File: config.mk
export PLATFORM = sky130hd
export DESIGN_NAME = booth_seq_divider
export DESIGN_NICKNAME = d
export VERILOG_FILES = /design/src/rtl/booth_seq_divider.sv
export SDC_FILE = /design/constraint.sdc
export NUM_CORES = 1
export LEC_CHECK = 0
export ABC_AREA = 1
export ABC_CLOCK_PERIOD_IN_PS = 2700
export BUFFER_PORTS_ARGS = -buffer_cell sky130_fd_sc_hd__buf_4
export CORE_AREA = 4 4 81 83
export CTS_BUF_LIST = sky130_fd_sc_hd__clkbuf_4
export DETAILED_ROUTE_END_ITERATION = 7
export DIE_AREA = 0 0 85 87
export GPL_TIMING_DRIVEN = 0
export MAX_ROUTING_LAYER = met4
export PLACE_DENSITY = 0.91
export SLEW_MARGIN = 25
export SYNTH_ARGS = -nofsm -noshare
export SYNTH_HDL_FRONTEND = slang
export SYNTH_SLANG_ARGS = --single-unit
File: constraint.sdc
create_clock -name clk -period 2.7 [get_ports clk]
set_clock_uncertainty 0.2 [all_clocks]
set_input_delay 0.405 -clock clk [delete_from_list [all_inputs] [get_ports clk]]
set_output_delay 0.405 -clock clk [all_outputs]
set_load 0.05 [all_outputs]
File: src/rtl/booth_seq_divider.sv
// Sequential restoring divider: one quotient bit per clock on operand magnitudes,
// with a sign fix-up cycle and start/busy/done handshake.
module booth_seq_divider #(
    parameter int WIDTH = 8
) (
    input  logic             clk,
    input  logic             rst_n,
    input  logic             start,
    input  logic             signed_mode,
    input  logic [WIDTH-1:0] dividend,
    input  logic [WIDTH-1:0] divisor,
    output logic             busy,
    output logic             done,
    output logic [WIDTH-1:0] quotient,
    output logic [WIDTH-1:0] remainder,
    output logic             div_by_zero,
    output logic             overflow
);
    localparam int CW = $clog2(WIDTH + 1);
    localparam logic [WIDTH-1:0] MOST_NEG = {1'b1, {(WIDTH-1){1'b0}}};

    typedef enum logic [1:0] {IDLE, RUN, FIX} state_t;

    state_t           state;
    logic [CW-1:0]    count;
    logic [WIDTH:0]   part_rem;
    logic [WIDTH-1:0] quo_work;
    logic [WIDTH-1:0] dvs_mag;
    logic             sign_q;
    logic             sign_r;
    logic             dbz;
    logic             ovf;

    logic             neg_a;
    logic             neg_b;
    logic [WIDTH-1:0] mag_a;
    logic [WIDTH-1:0] mag_b;
    logic [WIDTH:0]   shifted;
    logic [WIDTH:0]   trial;

    assign neg_a   = signed_mode & dividend[WIDTH-1];
    assign neg_b   = signed_mode & divisor[WIDTH-1];
    assign mag_a   = neg_a ? -dividend : dividend;
    assign mag_b   = neg_b ? -divisor : divisor;
    assign shifted = {part_rem[WIDTH-1:0], quo_work[WIDTH-1]};
    assign trial   = shifted - {1'b0, dvs_mag};

    always_ff @(posedge clk or negedge rst_n) begin
        if (!rst_n) begin
            state       <= IDLE;
            count       <= '0;
            part_rem    <= '0;
            quo_work    <= '0;
            dvs_mag     <= '0;
            sign_q      <= 1'b0;
            sign_r      <= 1'b0;
            dbz         <= 1'b0;
            ovf         <= 1'b0;
            busy        <= 1'b0;
            done        <= 1'b0;
            quotient    <= '0;
            remainder   <= '0;
            div_by_zero <= 1'b0;
            overflow    <= 1'b0;
        end else begin
            done <= 1'b0;
            case (state)
                IDLE: begin
                    busy <= 1'b0;
                    if (start) begin
                        // On divide-by-zero the work register keeps the raw dividend for the remainder.
                        quo_work <= (divisor == '0) ? dividend : mag_a;
                        dvs_mag  <= mag_b;
                        sign_q   <= neg_a ^ neg_b;
                        sign_r   <= neg_a;
                        count    <= CW'(WIDTH);
                        part_rem <= '0;
                        dbz      <= (divisor == '0);
                        ovf      <= signed_mode && (dividend == MOST_NEG) && (divisor == '1);
                        state    <= (divisor == '0) ? FIX : RUN;
                    end
                end
                RUN: begin
                    busy <= 1'b1;
                    if (trial[WIDTH]) begin
                        part_rem <= shifted;
                        quo_work <= {quo_work[WIDTH-2:0], 1'b0};
                    end else begin
                        part_rem <= trial;
                        quo_work <= {quo_work[WIDTH-2:0], 1'b1};
                    end
                    count <= count - CW'(1);
                    if (count == CW'(1)) begin
                        state <= FIX;
                    end
                end
                FIX: begin
                    busy        <= 1'b0;
                    done        <= 1'b1;
                    div_by_zero <= dbz;
                    overflow    <= ovf;
                    if (dbz) begin
                        quotient  <= '1;
                        remainder <= quo_work;
                    end else begin
                        quotient  <= sign_q ? -quo_work : quo_work;
                        remainder <= sign_r ? -part_rem[WIDTH-1:0] : part_rem[WIDTH-1:0];
                    end
                    state <= IDLE;
                end
                default: state <= IDLE;
            endcase
        end
    end
endmodule

== Yosys cells after proc, flatten, opt, wreduce, memory -nomap -nowiden ==
Index checks and enable logic that the tools add are counted.

* Bits of input ports: 20
* Memories: 0
* Bits in latches: 0
* Output and inout bits: 20
* Memory bits (writable): 0
* Register bits: 54
* Bits in read-only memories: 0

* Multipliers: 0
* Div/mod/pow operators: 0
* Reduce and logical (&&, ||, !) cells: 10
* Shifts and indexed selects: 0
* Magnitude comparators: 0
* Bitwise logic cells: 3
* Equality and inequality tests: 7
* Add/sub/neg operators: 6
* Muxes and demuxes: 21

{| class="wikitable"
|+ Operator list
! operator !! number
|-
| two-way mux 8 bit || 10
|-
| negation 8 bit || 4
|-
| case mux 8 bit (2 select lines) || 2
|-
| == test 8 bit, second input constant || 2
|-
| subtractor 9 x 8 -> 9 bit || 1
|-
| zero test 8 bit || 1
|-
| case mux 4 bit (2 select lines) || 1
|-
| two-way mux 2 bit || 3
|-
| AND reduction 2 bit || 3
|-
| == test 4 x 1 -> 1 bit, second input constant || 1
|-
| two-way mux 4 bit || 1
|-
| inequality test 2 bit, second input constant || 2
|-
| case mux 2 bit (2 select lines) || 1
|-
| nonzero test 2 bit || 2
|-
| subtractor 4 x 1 -> 4 bit, second input constant || 1
|-
| AND 1 bit || 2
|-
| == test 2 x 1 -> 1 bit, second input constant || 1
|-
| == test 2 bit, second input constant || 1
|-
| logical AND 1 bit || 2
|-
| zero test 2 bit || 1
|-
| two-way mux 1 bit || 2
|-
| case mux 1 bit (2 select lines) || 1
|-
| OR reduction 2 bit || 1
|-
| XOR 1 bit || 1
|}

== Logic depth before layout (Yosys ltp) ==
* Depth in word-level cells: 5
* Depth in mapped cells: 13
* Depth with buffers taken out: 13

== Worst setup path before layout ==
OpenSTA, ideal clock, no wires.

* Kind: reg2reg
* Start: reg quo_work[7]
* End: reg part_rem[7]
* Slack: 683 ps
* Required time: 2,383 ps
* Library setup time: 117 ps
* Arrival time: 1,700 ps
* Path buffers: 0
* Cell stages (with the launch flop): 13
* Cell sequence: dfrtp_1 -> inv_1 -> ha_1 -> inv_1 -> fa_1 -> nand2_1 -> nand2_2 -> nand3_4 -> nand3_4 -> nand2_4 -> nand2_1 -> nand3_1 -> nand2_1

* Cells in the longest elaborated chain, start to end: 3

{| class="wikitable"
|+ Ends and longest elaborated chain
! item !! RTL line !! RTL
|-
| start: declaration || 27 || <nowiki>logic [WIDTH-1:0] quo_work;</nowiki>
|-
| start signal: assignment || 72 || <nowiki>quo_work <= (divisor == '0) ? dividend : mag_a;</nowiki>
|-
| start signal: assignment || 87 || <nowiki>quo_work <= {quo_work[WIDTH-2:0], 1'b0};</nowiki>
|-
| start signal: assignment || 90 || <nowiki>quo_work <= {quo_work[WIDTH-2:0], 1'b1};</nowiki>
|-
| subtractor 9 x 8 -> 9 bit || 46 || <nowiki>assign trial = shifted - {1'b0, dvs_mag};</nowiki>
|-
| two-way mux 8 bit || 85 || <nowiki>if (trial[WIDTH]) begin</nowiki>
|-
| case mux 8 bit (2 select lines) || 67 || <nowiki>case (state)</nowiki>
|-
| end signal: assignment || 86 || <nowiki>part_rem <= shifted;</nowiki>
|-
| end signal: assignment || 89 || <nowiki>part_rem <= trial;</nowiki>
|-
| end: declaration || 26 || <nowiki>logic [WIDTH:0] part_rem;</nowiki>
|}

Every way passes these cells.
A chain may end at the register's enable or synchronous reset.

== Worst setup path after layout ==
* Start: reg quo_work[7]
* End: reg part_rem[1]

The elaborated chain is that of the path after synthesis.

==> results.sh <==
export IMPL_grt_pass1_vias=3253
export IMPL_synthMuxAreaShare_pct=0
export IMPL_synth_fa_ha_area_share_pct=5.95
export IMPL_drive_above_1_share_pct=15.4
export IMPL_insertion_delay_ns=0.39
export IMPL_clockBufferDepth=2
export IMPL_nFillCells=469
export IMPL_ys_warn_count=0
export IMPL_worstPathRequired_ns=2.77
export IMPL_yosys_cell_types_count=35
export IMPL_synth_cells=466
export IMPL_initial_core_util_pct=59.6
export IMPL_cts_htree_levels=2
export IMPL_gr_usage_all_layers_pct=24.6
export IMPL_routabilityCongestion=0.936
export IMPL_vias_per_cell=5.52
export IMPL_status="completed"
export IMPL_swShare_pct=52.8
export IMPL_min_period_ns=2.42
export IMPL_cap_violations=0
export IMPL_endpoint_kind="register"
export IMPL_drt_iter0_markers=284
export IMPL_grt_first_pass_wirelength_um=14500
export IMPL_port_buffers=39
export IMPL_power_density_nw_per_um2=1390
export IMPL_hold_ws_ns=0.0982
export IMPL_syn_nets=502
export IMPL_dieArea_um2=7400
export IMPL_ir_worst_vdd_v=0.000722
export IMPL_via_count=3252
export IMPL_rsz0062_at_grt="false"
export IMPL_cts_root_buffer="clkbuf_4"
export IMPL_path_class="reg -> reg"
export IMPL_tightest_slew_ns=0.676
export IMPL_power_frac_seq_pct=27.1
export IMPL_drt_wl_total_um=8430
export IMPL_clk_pin_slew_ns=0.17
export IMPL_critical_path_arrival_ns=2.49
export IMPL_antenna_found_initial=0
export IMPL_min_period_over_period_pct=89.5
export IMPL_setup_viol=0
export IMPL_worstPathMaxFanout=9
export IMPL_die_h_um=87
export IMPL_ys_ff_latch=54
export IMPL_cp_start_kind="register"
export IMPL_core_region_area_um2=5850
export IMPL_leakage_nw=2.07
export IMPL_power_switching_mw=2.91
export IMPL_final_cells=589
export IMPL_finalHoldViolCount=0
export IMPL_synth_area_um2=3490
export IMPL_cts_resized=0
export IMPL_drc_errors=0
export IMPL_clkPwrFrac_pct=8.4
export IMPL_p_comb_share_pct=64.5
export IMPL_antenna_left=0
export IMPL_die_w_um=85
export IMPL_min_path_type="in -> reg"
export IMPL_cts_buffers=5
export IMPL_syn_area_per_cell_um2=7.49
export IMPL_synth_simple_area_share_pct=31.0
export IMPL_n_antenna_cell=0
export IMPL_p_int_mw=2.60
export IMPL_cts_sinks=54
export IMPL_synth_top_family_by_area="simple AND/OR/NAND/NOR gates"
export IMPL_setup_tns_ns=0
export IMPL_areaGrowthSynthToFinish_pct=13.7
export IMPL_slew_viol_final=0
export IMPL_dp_cells=580
export IMPL_synth_compound_area_share_pct=11.9
export IMPL_grt_ovfl_total=0
export IMPL_cts_tree="built"
export IMPL_fp_row_count=28
export IMPL_grt_max_degree=55
export IMPL_ios=40
export IMPL_yosys_area_share_xor_xnor_pct=2.51
export IMPL_synth_seq_area_share_pct=38.7
export IMPL_fin_nets=549
export IMPL_dp_hpwl_um=6400
export IMPL_timing_fmax_mhz=414
export IMPL_slew_headroom_pct=54.9
export IMPL_wire_per_inst_um=14.3
export IMPL_drt_first_pass_iters=7
## synthesized netlist by cell type (all sizes together)
library cell / n / area (µm²)
a21oi: 16 / 91.3
a22oi: 6 / 45.0
a31oi: 3 / 18.8
buf: 10 / 71.3
clkbuf: 1 / 3.75
dfrtp: 54 / 1350
fa: 1 / 20.0
ha: 15 / 188
inv: 72 / 270
nand2: 130 / 520
nand3: 52 / 290
nand3b: 3 / 22.5
nand4: 11 / 68.8
nor2: 33 / 156
nor3: 3 / 15.0
o211ai: 2 / 15.0
o21ai: 32 / 160
o21bai: 2 / 15.0
o221ai: 4 / 35.0
o22ai: 4 / 25.0
o2bb2ai: 1 / 8.76
or2: 1 / 8.76
xnor2: 1 / 8.76
xor2: 9 / 78.8
## metal layers
metal	global-route usage (%)	wire length, µm	up-vias
met3	3.31	404	17
met4	6.91	140	0
met1	30.1	3660	1521
met5	-	0	-
li1	-	-	1613
met2	42.7	4220	101
## flip-flops by register name, indices dropped and copies added, names as in the netlist, 2 cells and up
register   count
remainder      8
quotient       8
state          2
count          4
quo_work       8
dvs_mag        8
part_rem       8
## critical path, cell delays in order (launching register included)
cell	delay, ns
dfrtp_1	0.41
inv_1	0.19
ha_1	0.18
inv_1	0.07
fa_1	0.42
nand2_1	0.11
nand2_2	0.09
nand3_4	0.12
nand3_4	0.15
nand2_4	0.16
nand2_1	0.07
nand3_1	0.08
nand2_1	0.06
## repair_timing
| item | in CTS | in global routing |
|---|---|---|
| hold buffers | 1 | 0 |
| buffers inserted | 0 | 0 |
| endpoints found under the hold margin | 54 | 0 |
## area by class of cell
| cell class | count | area (µm²) | share of cell area, % |
|---|---|---|---|
| inverter | 72 | 270 | 6.82 |
| tap | 75 | 93.8 | 2.37 |
| clock inverter | 3 | 42.5 | 1.07 |
| timing repair buffer | 40 | 303 | 7.64 |
| multi-input combinational | 329 | 1790 | 45.2 |
| buffer | 11 | 75.1 | 1.89 |
| clock buffer | 5 | 37.5 | 0.947 |
| sequential | 54 | 1350 | 34.1 |
## path summary, 6_finish.rpt
path | from | endpoint | slack (ns) | depth (start not counted)
worst max-delay path | quo_work[7] | part_rem[1] | 0.28 | 12
worst min-delay path | dividend[1] | quo_work[1] | 0.1 | 3
worst max register to register | quo_work[7] | part_rem[1] | 0.28 | 12
worst min register to register | count[3] | count[3] | 0.30 | 1
max in group asynchronous | rst_n | dvs_mag[0] | 1.45 | 2
min in group asynchronous | rst_n | quotient[1] | 0.38 | 2
## power by group through the flow
stage | logic, mW | clock network [mW] | registers, mW
finish | 3.55 | 0.462 | 1.50
CTS | 3.54 | 0.463 | 1.49
global placement | 3.34 | 0 | 1.48
detailed placement | 3.48 | 0 | 1.50
global route | 3.97 | 0.501 | 1.54
floorplan | 2.27 | 0 | 1.86
## cell usage in the layout, fill, tap and decap left out, drive strengths merged
cell type and n:
nand2 130, inv 73, dfrtp 54, nand3 52, buf 49, nor2 33
o21ai 32, a21oi 16, ha 15, nand4 11, xor2 9, a22oi 6
clkbuf 6, o221ai 4, o22ai 4, a31oi 3, nor3 3, nand3b 3
o21bai 2, o211ai 2, o2bb2ai 1, or2 1, xnor2 1, fa 1
bufinv 1, clkinv 1, dlygate4sd3 1
## cell families (layout without fill, tap and decap cells)
| family | Yosys count | in the layout |
|---|---|---|
| adder cells (fa/ha/maj) | 16 | 16 |
| AO/OA/AOI/OAI | 70 | 70 |
| buffers and inverters | 83 | 131 |
| AND/OR/NAND/NOR | 233 | 233 |
| XOR/XNOR | 10 | 10 |
| flip-flops | 54 | 54 |
## per-stage QoR
| step | area (µm²) | setup slack (ns) | util, % | power (mW) |
|---|---|---|---|---|
| finish | 3970 | 0.284 | 67.8 | 5.51 |
| global route | 3970 | 0.124 | 67.8 | 6.01 |
| CTS | 3970 | 0.305 | 67.8 | 5.49 |
| detailed placement | 3870 | 0.395 | 66.2 | 4.99 |
| global placement | 3870 | 0.462 | 66.2 | 4.82 |
| floorplan | 3490 | 0.683 | - | 4.13 |
Note: power is estimated with default switching activity, not from simulation.
